$ cat src/rtl/acia_pkg.sv
//==============================================================================
// Module      : acia_pkg
// Description : Shared constants and FSM state type for the ACIA bus master.
// Revision    : 1.0 - initial release
//==============================================================================
`default_nettype none

package acia_pkg;

    localparam int STAT_RDRF = 0;
    localparam int STAT_TDRE = 1;
    localparam int STAT_DCD  = 2;
    localparam int STAT_CTS  = 3;
    localparam int STAT_IRQ  = 7;

    localparam logic [7:0] CTRL_MASTER_RESET = 8'h03;

    localparam logic RS_CTRL = 1'b0;
    localparam logic RS_DATA = 1'b1;

    typedef enum logic [2:0] {
        ST_MRST  = 3'd0,
        ST_CFG   = 3'd1,
        ST_IDLE  = 3'd2,
        ST_POLL  = 3'd3,
        ST_CHECK = 3'd4,
        ST_WRITE = 3'd5,
        ST_GAP   = 3'd6,
        ST_RXRD  = 3'd7
    } acia_state_t;

endpackage

`default_nettype wire

$ cat src/rtl/acia_byte_fifo.sv
//==============================================================================
// Module      : acia_byte_fifo
// Description : Synchronous byte FIFO, power-of-two depth, with occupancy.
// Revision    : 1.0 - initial release
//==============================================================================
`default_nettype none

module acia_byte_fifo #(
    parameter int DEPTH = 16
) (
    input  logic                     clk,
    input  logic                     reset,
    input  logic                     push,
    input  logic [7:0]               wdata,
    input  logic                     pop,
    output logic [7:0]               rdata,
    output logic                     full,
    output logic                     empty,
    output logic [$clog2(DEPTH):0]   level
);

    localparam int AW = $clog2(DEPTH);

    logic [7:0]    mem_q [DEPTH];
    logic [AW-1:0] wptr_q, wptr_d;
    logic [AW-1:0] rptr_q, rptr_d;
    logic [AW:0]   level_q, level_d;
    logic          do_push, do_pop;

    assign full    = (level_q == (AW+1)'(DEPTH));
    assign empty   = (level_q == '0);
    assign do_push = push && !full;
    assign do_pop  = pop && !empty;

    always_comb begin
        wptr_d  = wptr_q;
        rptr_d  = rptr_q;
        level_d = level_q;
        if (do_push) begin
            wptr_d = wptr_q + AW'(1);
        end
        if (do_pop) begin
            rptr_d = rptr_q + AW'(1);
        end
        if (do_push && !do_pop) begin
            level_d = level_q + (AW+1)'(1);
        end else if (do_pop && !do_push) begin
            level_d = level_q - (AW+1)'(1);
        end
    end

    always_ff @(posedge clk) begin
        if (reset) begin
            wptr_q  <= '0;
            rptr_q  <= '0;
            level_q <= '0;
        end else begin
            wptr_q  <= wptr_d;
            rptr_q  <= rptr_d;
            level_q <= level_d;
        end
    end

    // Storage carries no reset; only the pointers define valid contents.
    always_ff @(posedge clk) begin
        if (do_push) begin
            mem_q[wptr_q] <= wdata;
        end
    end

    assign rdata = mem_q[rptr_q];
    assign level = level_q;

endmodule

`default_nettype wire

$ cat src/rtl/acia_tx_master.sv
//==============================================================================
// Module      : acia_tx_master
// Description : Initialises a 6850 ACIA and drains a byte FIFO into its TX
//               register, polling TDRE before each write. Optional receive
//               servicing is built when ACIA_RX_EN is defined.
// Revision    : 1.0 - initial release
//==============================================================================
`default_nettype none

module acia_tx_master
    import acia_pkg::*;
#(
    parameter int         FIFO_DEPTH    = 16,
    parameter logic [7:0] CTRL_WORD     = 8'h15,
    parameter int         GAP_POLLS     = 0,
    parameter int         TIMEOUT_POLLS = 65535
) (
    input  logic                          clk,
    input  logic                          reset,
    input  logic                          bus_en,
    input  logic [7:0]                    in_data,
    input  logic                          in_valid,
    output logic                          in_ready,
    output logic                          acia_cs,
    output logic                          acia_rw_n,
    output logic                          acia_rs,
    output logic [7:0]                    acia_wdata,
    input  logic [7:0]                    acia_rdata,
    output logic                          busy,
    output logic                          timeout_err,
    output logic [$clog2(FIFO_DEPTH):0]   fifo_level,
    output logic [7:0]                    rx_data,
    output logic                          rx_valid
);

    localparam logic [15:0] TIMEOUT_LAST = 16'(TIMEOUT_POLLS);
    localparam logic [15:0] GAP_LAST     = (GAP_POLLS > 0) ? 16'(GAP_POLLS - 1) : 16'd0;

    acia_state_t state_q, state_d;
    logic        cs_q, cs_d, rw_n_q, rw_n_d, rs_q, rs_d;
    logic [7:0]  wdata_q, wdata_d;
    logic [15:0] poll_cnt_q, poll_cnt_d;
    logic [15:0] gap_cnt_q, gap_cnt_d;
    logic        timeout_q, timeout_d;
    logic        rdy_en_q;
    logic        fifo_push, fifo_pop, fifo_full, fifo_empty;
    logic [7:0]  fifo_rdata;
    logic        unused_rdata_bits;

    assign in_ready  = rdy_en_q && !fifo_full;
    assign fifo_push = in_valid && in_ready;

    acia_byte_fifo #(
        .DEPTH (FIFO_DEPTH)
    ) u_fifo (
        .clk   (clk),
        .reset (reset),
        .push  (fifo_push),
        .wdata (in_data),
        .pop   (fifo_pop),
        .rdata (fifo_rdata),
        .full  (fifo_full),
        .empty (fifo_empty),
        .level (fifo_level)
    );

`ifdef ACIA_RX_EN
    logic [7:0] rx_data_q, rx_data_d;
    logic       rx_valid_q, rx_valid_d;
`endif

    always_comb begin
        state_d    = state_q;
        cs_d       = cs_q;
        rw_n_d     = rw_n_q;
        rs_d       = rs_q;
        wdata_d    = wdata_q;
        poll_cnt_d = poll_cnt_q;
        gap_cnt_d  = gap_cnt_q;
        timeout_d  = timeout_q;
        fifo_pop   = 1'b0;
`ifdef ACIA_RX_EN
        rx_data_d  = rx_data_q;
        rx_valid_d = 1'b0;
`endif
        if (bus_en) begin
            // Each strobe presents the cycle for the current state; idle otherwise.
            cs_d   = 1'b0;
            rw_n_d = 1'b1;
            rs_d   = RS_CTRL;
            case (state_q)
                ST_MRST: begin
                    cs_d    = 1'b1;
                    rw_n_d  = 1'b0;
                    wdata_d = CTRL_MASTER_RESET;
                    state_d = ST_CFG;
                end
                ST_CFG: begin
                    cs_d    = 1'b1;
                    rw_n_d  = 1'b0;
                    wdata_d = CTRL_WORD;
                    state_d = ST_IDLE;
                end
                ST_IDLE: begin
`ifdef ACIA_RX_EN
                    state_d = ST_POLL;
`else
                    if (!fifo_empty) begin
                        state_d = ST_POLL;
                    end
`endif
                end
                ST_POLL: begin
                    cs_d    = 1'b1;
                    state_d = ST_CHECK;
                end
                ST_CHECK: begin
`ifdef ACIA_RX_EN
                    if (acia_rdata[STAT_RDRF]) begin
                        cs_d    = 1'b1;
                        rs_d    = RS_DATA;
                        state_d = ST_RXRD;
                    end else if (fifo_empty) begin
                        poll_cnt_d = '0;
                        state_d    = ST_IDLE;
                    end else
`endif
                    // poll_cnt holds the failed status reads seen so far.
                    if (acia_rdata[STAT_TDRE]) begin
                        poll_cnt_d = '0;
                        state_d    = ST_WRITE;
                    end else if (poll_cnt_q == TIMEOUT_LAST) begin
                        poll_cnt_d = '0;
                        timeout_d  = 1'b1;
                        state_d    = ST_MRST;
                    end else begin
                        poll_cnt_d = poll_cnt_q + 16'd1;
                        state_d    = ST_POLL;
                    end
                end
                ST_WRITE: begin
                    cs_d      = 1'b1;
                    rw_n_d    = 1'b0;
                    rs_d      = RS_DATA;
                    wdata_d   = fifo_rdata;
                    fifo_pop  = 1'b1;
                    gap_cnt_d = '0;
                    state_d   = (GAP_POLLS > 0) ? ST_GAP : ST_IDLE;
                end
                ST_GAP: begin
                    if (gap_cnt_q == GAP_LAST) begin
                        state_d = ST_IDLE;
                    end else begin
                        gap_cnt_d = gap_cnt_q + 16'd1;
                    end
                end
                ST_RXRD: begin
`ifdef ACIA_RX_EN
                    rx_data_d  = acia_rdata;
                    rx_valid_d = 1'b1;
`endif
                    state_d = ST_POLL;
                end
                default: state_d = ST_MRST;
            endcase
        end
    end

    always_ff @(posedge clk) begin
        if (reset) begin
            state_q    <= ST_MRST;
            cs_q       <= 1'b0;
            rw_n_q     <= 1'b1;
            rs_q       <= RS_CTRL;
            wdata_q    <= 8'h00;
            poll_cnt_q <= '0;
            gap_cnt_q  <= '0;
            timeout_q  <= 1'b0;
            rdy_en_q   <= 1'b0;
        end else begin
            state_q    <= state_d;
            cs_q       <= cs_d;
            rw_n_q     <= rw_n_d;
            rs_q       <= rs_d;
            wdata_q    <= wdata_d;
            poll_cnt_q <= poll_cnt_d;
            gap_cnt_q  <= gap_cnt_d;
            timeout_q  <= timeout_d;
            rdy_en_q   <= 1'b1;
        end
    end

`ifdef ACIA_RX_EN
    always_ff @(posedge clk) begin
        if (reset) begin
            rx_data_q  <= 8'h00;
            rx_valid_q <= 1'b0;
        end else begin
            rx_data_q  <= rx_data_d;
            rx_valid_q <= rx_valid_d;
        end
    end
    assign rx_data  = rx_data_q;
    assign rx_valid = rx_valid_q;
`else
    assign rx_data  = 8'h00;
    assign rx_valid = 1'b0;
`endif

    // Status bits this master never acts on.
    assign unused_rdata_bits = ^{acia_rdata[STAT_IRQ], acia_rdata[6:4], acia_rdata[STAT_CTS],
                                 acia_rdata[STAT_DCD], acia_rdata[STAT_RDRF]};

    assign acia_cs     = cs_q;
    assign acia_rw_n   = rw_n_q;
    assign acia_rs     = rs_q;
    assign acia_wdata  = wdata_q;
    assign timeout_err = timeout_q;
    assign busy        = (state_q != ST_IDLE) || !fifo_empty;

endmodule

`default_nettype wire

$ cat config.mk
export PLATFORM = sky130hd
export DESIGN_NAME = acia_tx_master
export DESIGN_NICKNAME = d
export VERILOG_FILES = /design/src/rtl/acia_pkg.sv /design/src/rtl/acia_byte_fifo.sv /design/src/rtl/acia_tx_master.sv
export SDC_FILE = /design/constraint.sdc
export NUM_CORES = 1
export LEC_CHECK = 0
export BUFFER_PORTS_ARGS = -buffer_cell sky130_fd_sc_hd__buf_4
export CELL_PAD_IN_SITES_DETAIL_PLACEMENT = 1
export CELL_PAD_IN_SITES_GLOBAL_PLACEMENT = 1
export CORE_ASPECT_RATIO = 1.1
export CORE_MARGIN = 2
export CORE_UTILIZATION = 53
export CTS_BUF_LIST = sky130_fd_sc_hd__clkbuf_8
export DETAILED_ROUTE_END_ITERATION = 16
export HOLD_SLACK_MARGIN = 0.05
export PLACE_DENSITY_LB_ADDON = 0.1
export REMOVE_ABC_BUFFERS = 1
export SETUP_SLACK_MARGIN = 0.1
export SLEW_MARGIN = 40
export SYNTH_ARGS = -nofsm -noshare
export SYNTH_HDL_FRONTEND = slang
export SYNTH_SLANG_ARGS = --single-unit
$ cat constraint.sdc
create_clock -name clk -period 3.3 [get_ports clk]
set_clock_uncertainty 0.05 [all_clocks]
set_input_delay 0.495 -clock clk [delete_from_list [all_inputs] [get_ports clk]]
set_output_delay 0.495 -clock clk [all_outputs]
set_load 0.02 [all_outputs]
==> results.ini, run 1 <==
[outcome]
status = completed

[die]
die_h_um = 135
rows = 47
die-area_mm2 = 0.0167
start_util = 0.547
coreArea_mm2 = 0.0152
io_pins = 48
die_w_um = 123

[final_layout]
antenna_cells = 0
drive_gt1_frac = 0.164
syn2layout_area_growth_pct = 9.21
post-route-util = 0.598
finalNetCount = 667
stdcell_count = 843

[run]
maxCapViolCount = 0

[yosys]
ys_seq_area_frac = 0.620
synth_top_area_share = 0.463
yosys-top-cells-count = edfxtp_1 (128), dfxtp_1 (65), nor2_1 (39)
async_flop_share = 0
synth_top_area_cell = edfxtp_1
ys.flop_type = edfxtp_1
synthesis.area_mm2 = 0.00830
ys_types = 63
syn_avg_cell_area_um2 = 13.8
synth.most_common_cell = edfxtp_1
synth_edf_count = 128
yosys-top-cells-area = edfxtp_1 (46%), dfxtp_1 (16%), mux4_2 (6.2%)
ys_ff_latch = 193
netlist_instances = 602
synth-warning-count = 0

[placement]
dp_hpwl_mm = 12.8
dp_cells = 810
gp_congestion = 0.769
io_buffers = 31

[drt]
vias_per_cell = 6.04
postRouteAntennaNets = 0
drt_pass1_iterations = 5
wl_per_cell_um = 22.2
drc_errors = 0
drt_iter0_drc = 300
drt-total-wl_mm = 18.7
vias = 5090

[sta]
rsz0062_at_grt = false
fin_tns_setup_ns = 0
worst_pin_slew_ns = 0.679
period_share = 0.915
max_freq_mhz = 331
report.final.setup_viol = 0
slew_headroom = 0.547
hold_viol = 0
fin_crit_ns = 3.02
slew_viol_final = 0

[grt]
grt_pass1_vias = 5395
grt_pass1_wl_mm = 29.5
grt.total_usage = 0.242
antenna_found_initial = 0
grt_max_degree = 45
grt_overflow_total = 0

[worst_setup_path]
cp-start-kind = flop
critPathMaxFanout = 7
cp-end-kind = flop
path_class = flop to flop
worstPathArrival_ns = 3.34
crit_required_ns = 3.62
crit_chain = or4_4, o211ai_4, inv_2, ha_1, inv_1, ha_1, a21o_1, a21oi_1, mux2i_1, mux2_2
crit_slowest_cell = or4_4
cpMostUsedCell = ha_1
slowest_delay_ns = 0.63

[clock_tree]
cts.sinks = 193
clk_path_buf_depth = 2
clkLatencyLatePin_ns = 0.47
cts_htree_levels = 4
cts_tree = built
cts_buffers = 17
cts_root_buffer = clkbuf_8
clkTransAtPathRegs_ns = 0.11

[pwr]
p_leak_uw = 0.00301
pwr_density_cell_mw_per_mm2 = 479
vdd_drop_max_mv = 0.272
finalPower_uw = 4340

[min_path]
hp-class = primary input to flop

power by group:
group	switching (µW)	total [µW]	internal (µW)
Sequential	22.5	2620	2600
Combinational	160	256	96.0
Clock	904	1460	560
Total	1090	4340	3250
routing by layer:
metal	vias to the layer above	track usage	wire (µm)
li1	2384	-	-
met1	2562	0.288	7590
met2	113	0.429	9880
met3	31	0.0593	797
met4	0	0.0745	415
met5	-	0	0
state kept, by name, summed over array words and instances (netlist names), named ones only:
signal,flops
u_fifo.rptr_q,4
u_fifo.level,5
gap_cnt_q,16
u_fifo.wptr_q,4
acia_rw_n,1
u_fifo.mem_q,128
acia_cs,1
acia_wdata,8
acia_rs,1
poll_cnt_q,16
timeout_err,1
state_q,3
rdy_en_q,1
metrics by stage:
step	setup WS (ns)	cell area (µm²)	hold slack (ns)
floorplan	0.132	8120	0.400
global placement	0.154	8680	0.414
detailed placement	0.0689	8680	0.432
CTS	0.188	9060	0.232
global route	0.126	9070	0.235
finish	0.282	9070	0.264
layout make-up:
type                            count  area [µm²]
Fill cell                        1482        6110
Clock buffer                       17         234
Tap cell                          196         245
Sequential cell                   193        5150
Clock inverter                     15         136
Timing Repair Buffer               44         330
Multi-Input combinational cell    362        2910
Inverter                           16        60.1
placed cells by master (no fill, tap or decap), drive strengths merged, types with 19 or more instances in the layout:
cell / Yosys / layout
a21oi: 27 / 27
and2: 19 / 19
buf: 21 / 44
dfxtp: 65 / 65
edfxtp: 128 / 128
inv: 15 / 26
mux4: 36 / 36
nand2: 33 / 33
nand3: 22 / 22
nor2: 39 / 39
worst max-delay path: cells and delay by family (launching register included):
family	cells	cell delay, ns
fa+ha+maj	2	0.50
simple gates	1	0.63
flops	1	0.38
mux	2	0.55
compound gates	3	0.58
buf+inv	2	0.25
timing repair:
| action | CTS | global route |
|---|---|---|
| endpoints found under the setup margin | 1 | 1 |
| endpoints found under the hold margin | 0 | 0 |
| hold buffers | 0 | 0 |
| setup buffers | 0 | 1 |
| pin swaps | 0 | 1 |
| resized for setup | 1 | 0 |
worst paths after layout:
path / slack [ns] / depth (start not counted) / to / start
setup / recovery: 0.28 / 10 / u_fifo.level[4] / u_fifo.level[0]
hold / removal: 0.26 / 1 / u_fifo.mem_q[7][6] / in_data[6]
setup reg to reg: 0.28 / 10 / u_fifo.level[4] / u_fifo.level[0]
hold reg to reg: 0.44 / 2 / poll_cnt_q[1] / poll_cnt_q[1]
cell families (layout without fill, tap and decap cells):
logic type / after synthesis / count (layout) / synth area share
and+or+nand+nor: 195 / 195 / 0.129
DFF: 193 / 193 / 0.620
AOI/OAI and AO/OA: 86 / 86 / 0.0680
buffers and inverters: 55 / 92 / 0.0333
muxes: 46 / 46 / 0.116
adders and majority gates: 13 / 13 / 0.0205
xor gates and xnor gates: 13 / 13 / 0.0137
other: 1 / 9 / 0.000452
Note: power is estimated with default switching activity, not from simulation.
==> inputs of run 2 (changes only) <==
- CORE_ASPECT_RATIO: 1.1 -> 1.2
- PLACE_DENSITY_LB_ADDON: 0.1 -> 0.25
==> run 2 against run 1 <==
Net effect:
- clock power down 3%
- first-iteration DRC count up 7.0%
- fmax up 1.5%
- sequential power about the same
- hold slack better by 0.0090 ns
- global-route usage down 0.61 points
==> results.ini, run 2 (synthesis gave the netlist of run 1 again) <==
[placement]
gp_congestion = 0.773
post-place-ws_ns = 0.0446
dp_cells = 820
io_buffers = 31
dp_hpwl_mm = 12.8

[clock_tree]
cts_hold_buf = 0
cts.sinks = 193
cts_buffers = 17
clkLatencyLatePin_ns = 0.46
cts_root_buffer = clkbuf_8
cts_tree = built
clkTransAtPathRegs_ns = 0.11
cts_htree_levels = 4
clk_path_buf_depth = 2

[outcome]
status = completed

[drt]
postRouteAntennaNets = 0
drc_errors = 0
wl_per_cell_um = 21.9
drt_iter0_drc = 321
vias_per_cell = 5.97
vias = 5093
drt_pass1_iterations = 4
drt-total-wl_mm = 18.6

[worst_setup_path]
reg2reg_from = u_fifo.level[1]
r2r-end = u_fifo.level[4]
critPathMaxFanout = 7
path_class = flop to flop
crit_required_ns = 3.61
reg2regPathDepth = 10
cp-start-kind = flop
cp-end-kind = flop
ff2ff_setup_slack_ns = 0.33
worstPathArrival_ns = 3.28

[final_layout]
layout_commonest_cell = edfxtp_1
final_cell_mix = edfxtp_1 (128), dfxtp_1 (64), buf_4 (42)
reg_top3 = u_fifo.mem_q x128, gap_cnt_q x16, poll_cnt_q x16
finalNetCount = 665
drive_gt1_frac = 0.163
largest_reg_flops = 128
top_register = u_fifo.mem_q
stdcell_count = 853
antenna_cells = 0
syn2layout_area_growth_pct = 9.04

[grt]
use_met2 = 0.425
grt.total_usage = 0.236
antenna_found_initial = 0
grt_pass1_wl_mm = 29.6
busiest_layer = met2
grt_max_degree = 45
grt_use_met3 = 0.0502
grt_overflow_total = 0
grt_pass1_vias = 5362
grt_use_met1 = 0.276

[sta]
worst_slack_ns = 0.326
slew_headroom = 0.520
slew_viol_final = 0
max_freq_mhz = 336
fin_crit_ns = 2.97
hold_viol = 0
report.final.setup_viol = 0
period_share = 0.901
rsz0062_at_grt = false
worst_pin_slew_ns = 0.721
fin_tns_setup_ns = 0

[die]
die_w_um = 118
die_h_um = 141
start_util = 0.537
coreArea_mm2 = 0.0155
io_pins = 48
die-area_mm2 = 0.0167
rows = 50

[pwr]
pwr_density_cell_mw_per_mm2 = 474
p_leak_uw = 0.00300
vdd_drop_max_mv = 0.423
pwr-share-seq = 0.611
switching_share = 0.246
switchingPower_uw = 1050
clockPowerShare = 0.329
finalPower_uw = 4290
combPwrFrac = 0.059
p_int_uw = 3240

[min_path]
min_path_cells = 1
hp-class = primary input to flop
min-delay-start = in_data[5]
whs_endpoint = u_fifo.mem_q[12][5]

[run]
maxCapViolCount = 0

run 2: changes by cell type in the layout (fill, tap and decap cells not counted), sizes merged:
cell | before | now
buf | 44 | 42
clkinv | 3 | 5
inv | 26 | 24
run 2: power groups by stage:
stage	Clock, µW	Combinational (µW)	Sequential [µW]
5_1_grt	1530	281	2630
4_1_cts	1440	255	2620
3_5_place_dp	0	251	2680
6_report	1410	255	2620
2_1_floorplan	0	128	2690
3_3_place_gp	0	237	2670
run 2: layout make-up:
class,count,area (µm²)
fillers,1549,6400
flip-flops and latches,193,5150
multi-input cells,362,2910
repair buffers,42,315
well taps,208,260
clock buffers,17,234
clock inverters,15,123
inverters,16,60.1
run 2: critical path, cell delays in order, from the launching register on:
cell	delay [ns]
dfxtp_1	0.38
or4_4	0.61
o211ai_4	0.23
inv_2	0.09
ha_1	0.21
inv_2	0.11
ha_1	0.28
a21o_1	0.19
a21oi_1	0.16
mux2i_1	0.21
mux2_2	0.34
run 2: worst max-delay path by stage:
stage / from / endpoint / cells past startpoint
final: u_fifo.level[1] / u_fifo.level[4] / 10
after global routing: u_fifo.level[1] / u_fifo.level[4] / 10
after CTS: u_fifo.level[0] / u_fifo.level[4] / 10
after detailed placement: u_fifo.level[0] / u_fifo.level[4] / 10
after global placement: u_fifo.level[0] / u_fifo.level[4] / 10
after floorplan: u_fifo.level[0] / u_fifo.level[4] / 9
run 2: per-layer routing:
layer | part of all wire | up-vias
li1 | - | 2371
met1 | 0.40 | 2585
met2 | 0.54 | 108
met3 | 0.040 | 29
met4 | 0.023 | 0
met5 | 0 | -
run 2: what timing repair did:
action | in CTS | in global routing
setup buffers | 0 | 1
gates resized for setup | 1 | 1
pin swaps | 0 | 2
setup endpoints to repair | 1 | 1
run 2: per-stage QoR:
| stage | utilization | cell area (µm²) | hold WS, ns |
|---|---|---|---|
| 6_report | 0.586 | 9050 | 0.273 |
| 5_1_grt | 0.586 | 9050 | 0.264 |
| 4_1_cts | 0.585 | 9040 | 0.247 |
| 3_5_place_dp | 0.562 | 8680 | 0.432 |
| 3_3_place_gp | 0.562 | 8680 | 0.412 |
| 2_1_floorplan | - | 8120 | 0.400 |
==> inputs of run 3 (changes only) <==
- MAX_ROUTING_LAYER: not set -> met4
==> run 3 against run 2 <==
Net effect:
- via count is 0.55% lower
- count of clock-buffer cells in the layout stayed put
- design area stayed put
- flip-flop and latch count stayed put
- highest routed layer unchanged
- critical path type unchanged
- fmax is 0.13% lower
- die area stayed put
- global-route usage is 0.76 points higher
- final cell count stayed put
- sequential share of layout area stayed put
==> results.ini, run 3 (synthesis gave the netlist of run 1 again) <==
[drt]
postRouteAntennaNets = 0
drt-total-wl_mm = 18.6
vias_per_cell = 5.94
vias = 5065
wl_per_cell_um = 21.8
drt_iter0_drc = 343
drt_pass1_iterations = 4
drc_errors = 0

[worst_setup_path]
crit_family = simple AND/OR/NAND/NOR gates
ff2ff_setup_slack_ns = 0.32
slowest_delay_ns = 0.61
worstPathArrival_ns = 3.28
cp-end-kind = flop
reg2regPathDepth = 10
cp_num_buf_inv = 2
path_depth = 10
path_class = flop to flop
crit_chain = or4_4, o211ai_4, inv_2, ha_1, inv_2, ha_1, a21o_1, a21oi_1, mux2i_1, mux2_2
crit_start = u_fifo.level[1]
critPathMaxFanout = 7
r2r-end = u_fifo.level[4]
crit_required_ns = 3.61
crit_end = u_fifo.level[4]
crit_slowest_cell = or4_4
cp-start-kind = flop
reg2reg_from = u_fifo.level[1]

[pwr]
p_leak_uw = 0.00300
finalPower_uw = 4290
pwr_density_cell_mw_per_mm2 = 474
vdd_drop_max_mv = 0.421

[grt]
grt_max_degree = 45
grt.total_usage = 0.243
antenna_found_initial = 0
grt_pass1_vias = 5352
grt_pass1_wl_mm = 29.6
grt_overflow_total = 0

[clock_tree]
cts_htree_levels = 4
clkTransAtPathRegs_ns = 0.11
cts_hold_buf = 0
cts_tree = built
clkLatencyLatePin_ns = 0.46
cts_buffers = 17
cts_root_buffer = clkbuf_8
cts.sinks = 193
clk_path_buf_depth = 2

[final_layout]
final_cell_mix = edfxtp_1 (128), dfxtp_1 (64), buf_4 (42)
drive_gt1_frac = 0.163
fillCellCount = 1549
reg_top3 = u_fifo.mem_q x128, gap_cnt_q x16, poll_cnt_q x16
finalNetCount = 665
regArea_mm2 = 0.00515
largest_reg_flops = 128
syn2layout_area_growth_pct = 9.04
antenna_cells = 0
multi_input_area_mm2 = 0.00291
layout_commonest_cell = edfxtp_1
top_register = u_fifo.mem_q

[placement]
post-place-ws_ns = 0.0446
gp_congestion = 0.784
dp_hpwl_mm = 12.8
io_buffers = 31

[sta]
fin_tns_setup_ns = 0
worst_slack_ns = 0.322
period_share = 0.902
rsz0062_at_grt = false
report.final.setup_viol = 0
slew_headroom = 0.521
holdWs_ns = 0.271
fin_crit_ns = 2.98
worst_pin_slew_ns = 0.719
hold_viol = 0
max_freq_mhz = 336
slew_viol_final = 0

[die]
die_h_um = 141
rows = 50
die-area_mm2 = 0.0167
coreArea_mm2 = 0.0155
start_util = 0.537
die_w_um = 118
io_pins = 48

[min_path]
min-delay-start = in_data[6]
hp-class = primary input to flop

[outcome]
status = completed

[run]
maxCapViolCount = 0

## run 3: cell counts in the layout (fill, tap and decap cells not counted)
Identical to the previous run, type by type.
## run 3: timing repair
item / CTS / global route
gates resized for setup: 1 / 1
pin swaps: 0 / 2
gates cloned: 0 / 0
buffers inserted: 0 / 1
setup endpoints to repair: 1 / 1
## run 3: worst min path at each step
stage,end,cells after the start
3_3_place_gp,poll_cnt_q[1],2
5_1_grt,u_fifo.mem_q[13][5],1
2_1_floorplan,poll_cnt_q[1],2
6_report,u_fifo.mem_q[0][6],1
4_1_cts,u_fifo.mem_q[0][6],1
3_5_place_dp,poll_cnt_q[1],2
## run 3: metrics by stage
step	instance area (µm²)	utilization	std cells
2_1_floorplan	8120	-	571
5_1_grt	9050	0.586	853
6_report	9050	0.586	853
3_5_place_dp	8680	0.562	820
4_1_cts	9040	0.585	852
3_3_place_gp	8680	0.562	820
## run 3: layer usage
| layer | part of all wire | vias up | GRT usage |
|---|---|---|---|
| met5 | 0 | - | - |
| met2 | 0.54 | 113 | 0.424 |
| li1 | - | 2367 | - |
| met1 | 0.39 | 2553 | 0.279 |
| met4 | 0.025 | 0 | 0.0875 |
| met3 | 0.043 | 32 | 0.0498 |
## run 3: area by class of cell
class / count / area share
clock inverters: 15 / 0.0135
repair buffers: 42 / 0.0348
multi-input cells: 362 / 0.322
flip-flops and latches: 193 / 0.568
well taps: 208 / 0.0287
clock buffers: 17 / 0.0258
inverters: 16 / 0.00663
## run 3: worst register-to-register path, delay by kind of cell (launching register included)
family / cells / cell delay [ns]
AOI/OAI and AO/OA: 3 / 0.58
adders and majority gates: 2 / 0.50
and+or+nand+nor: 1 / 0.61
muxes: 2 / 0.55
buffers and inverters: 2 / 0.20
DFF: 1 / 0.38
## run 3: power breakdown
part	switching, µW	internal (µW)	leakage (µW)	total, µW
clock network	867	543	0.000182	1410
registers	26.1	2600	0.00168	2620
logic	159	95.3	0.00113	254
total	1050	3240	0.00300	4290
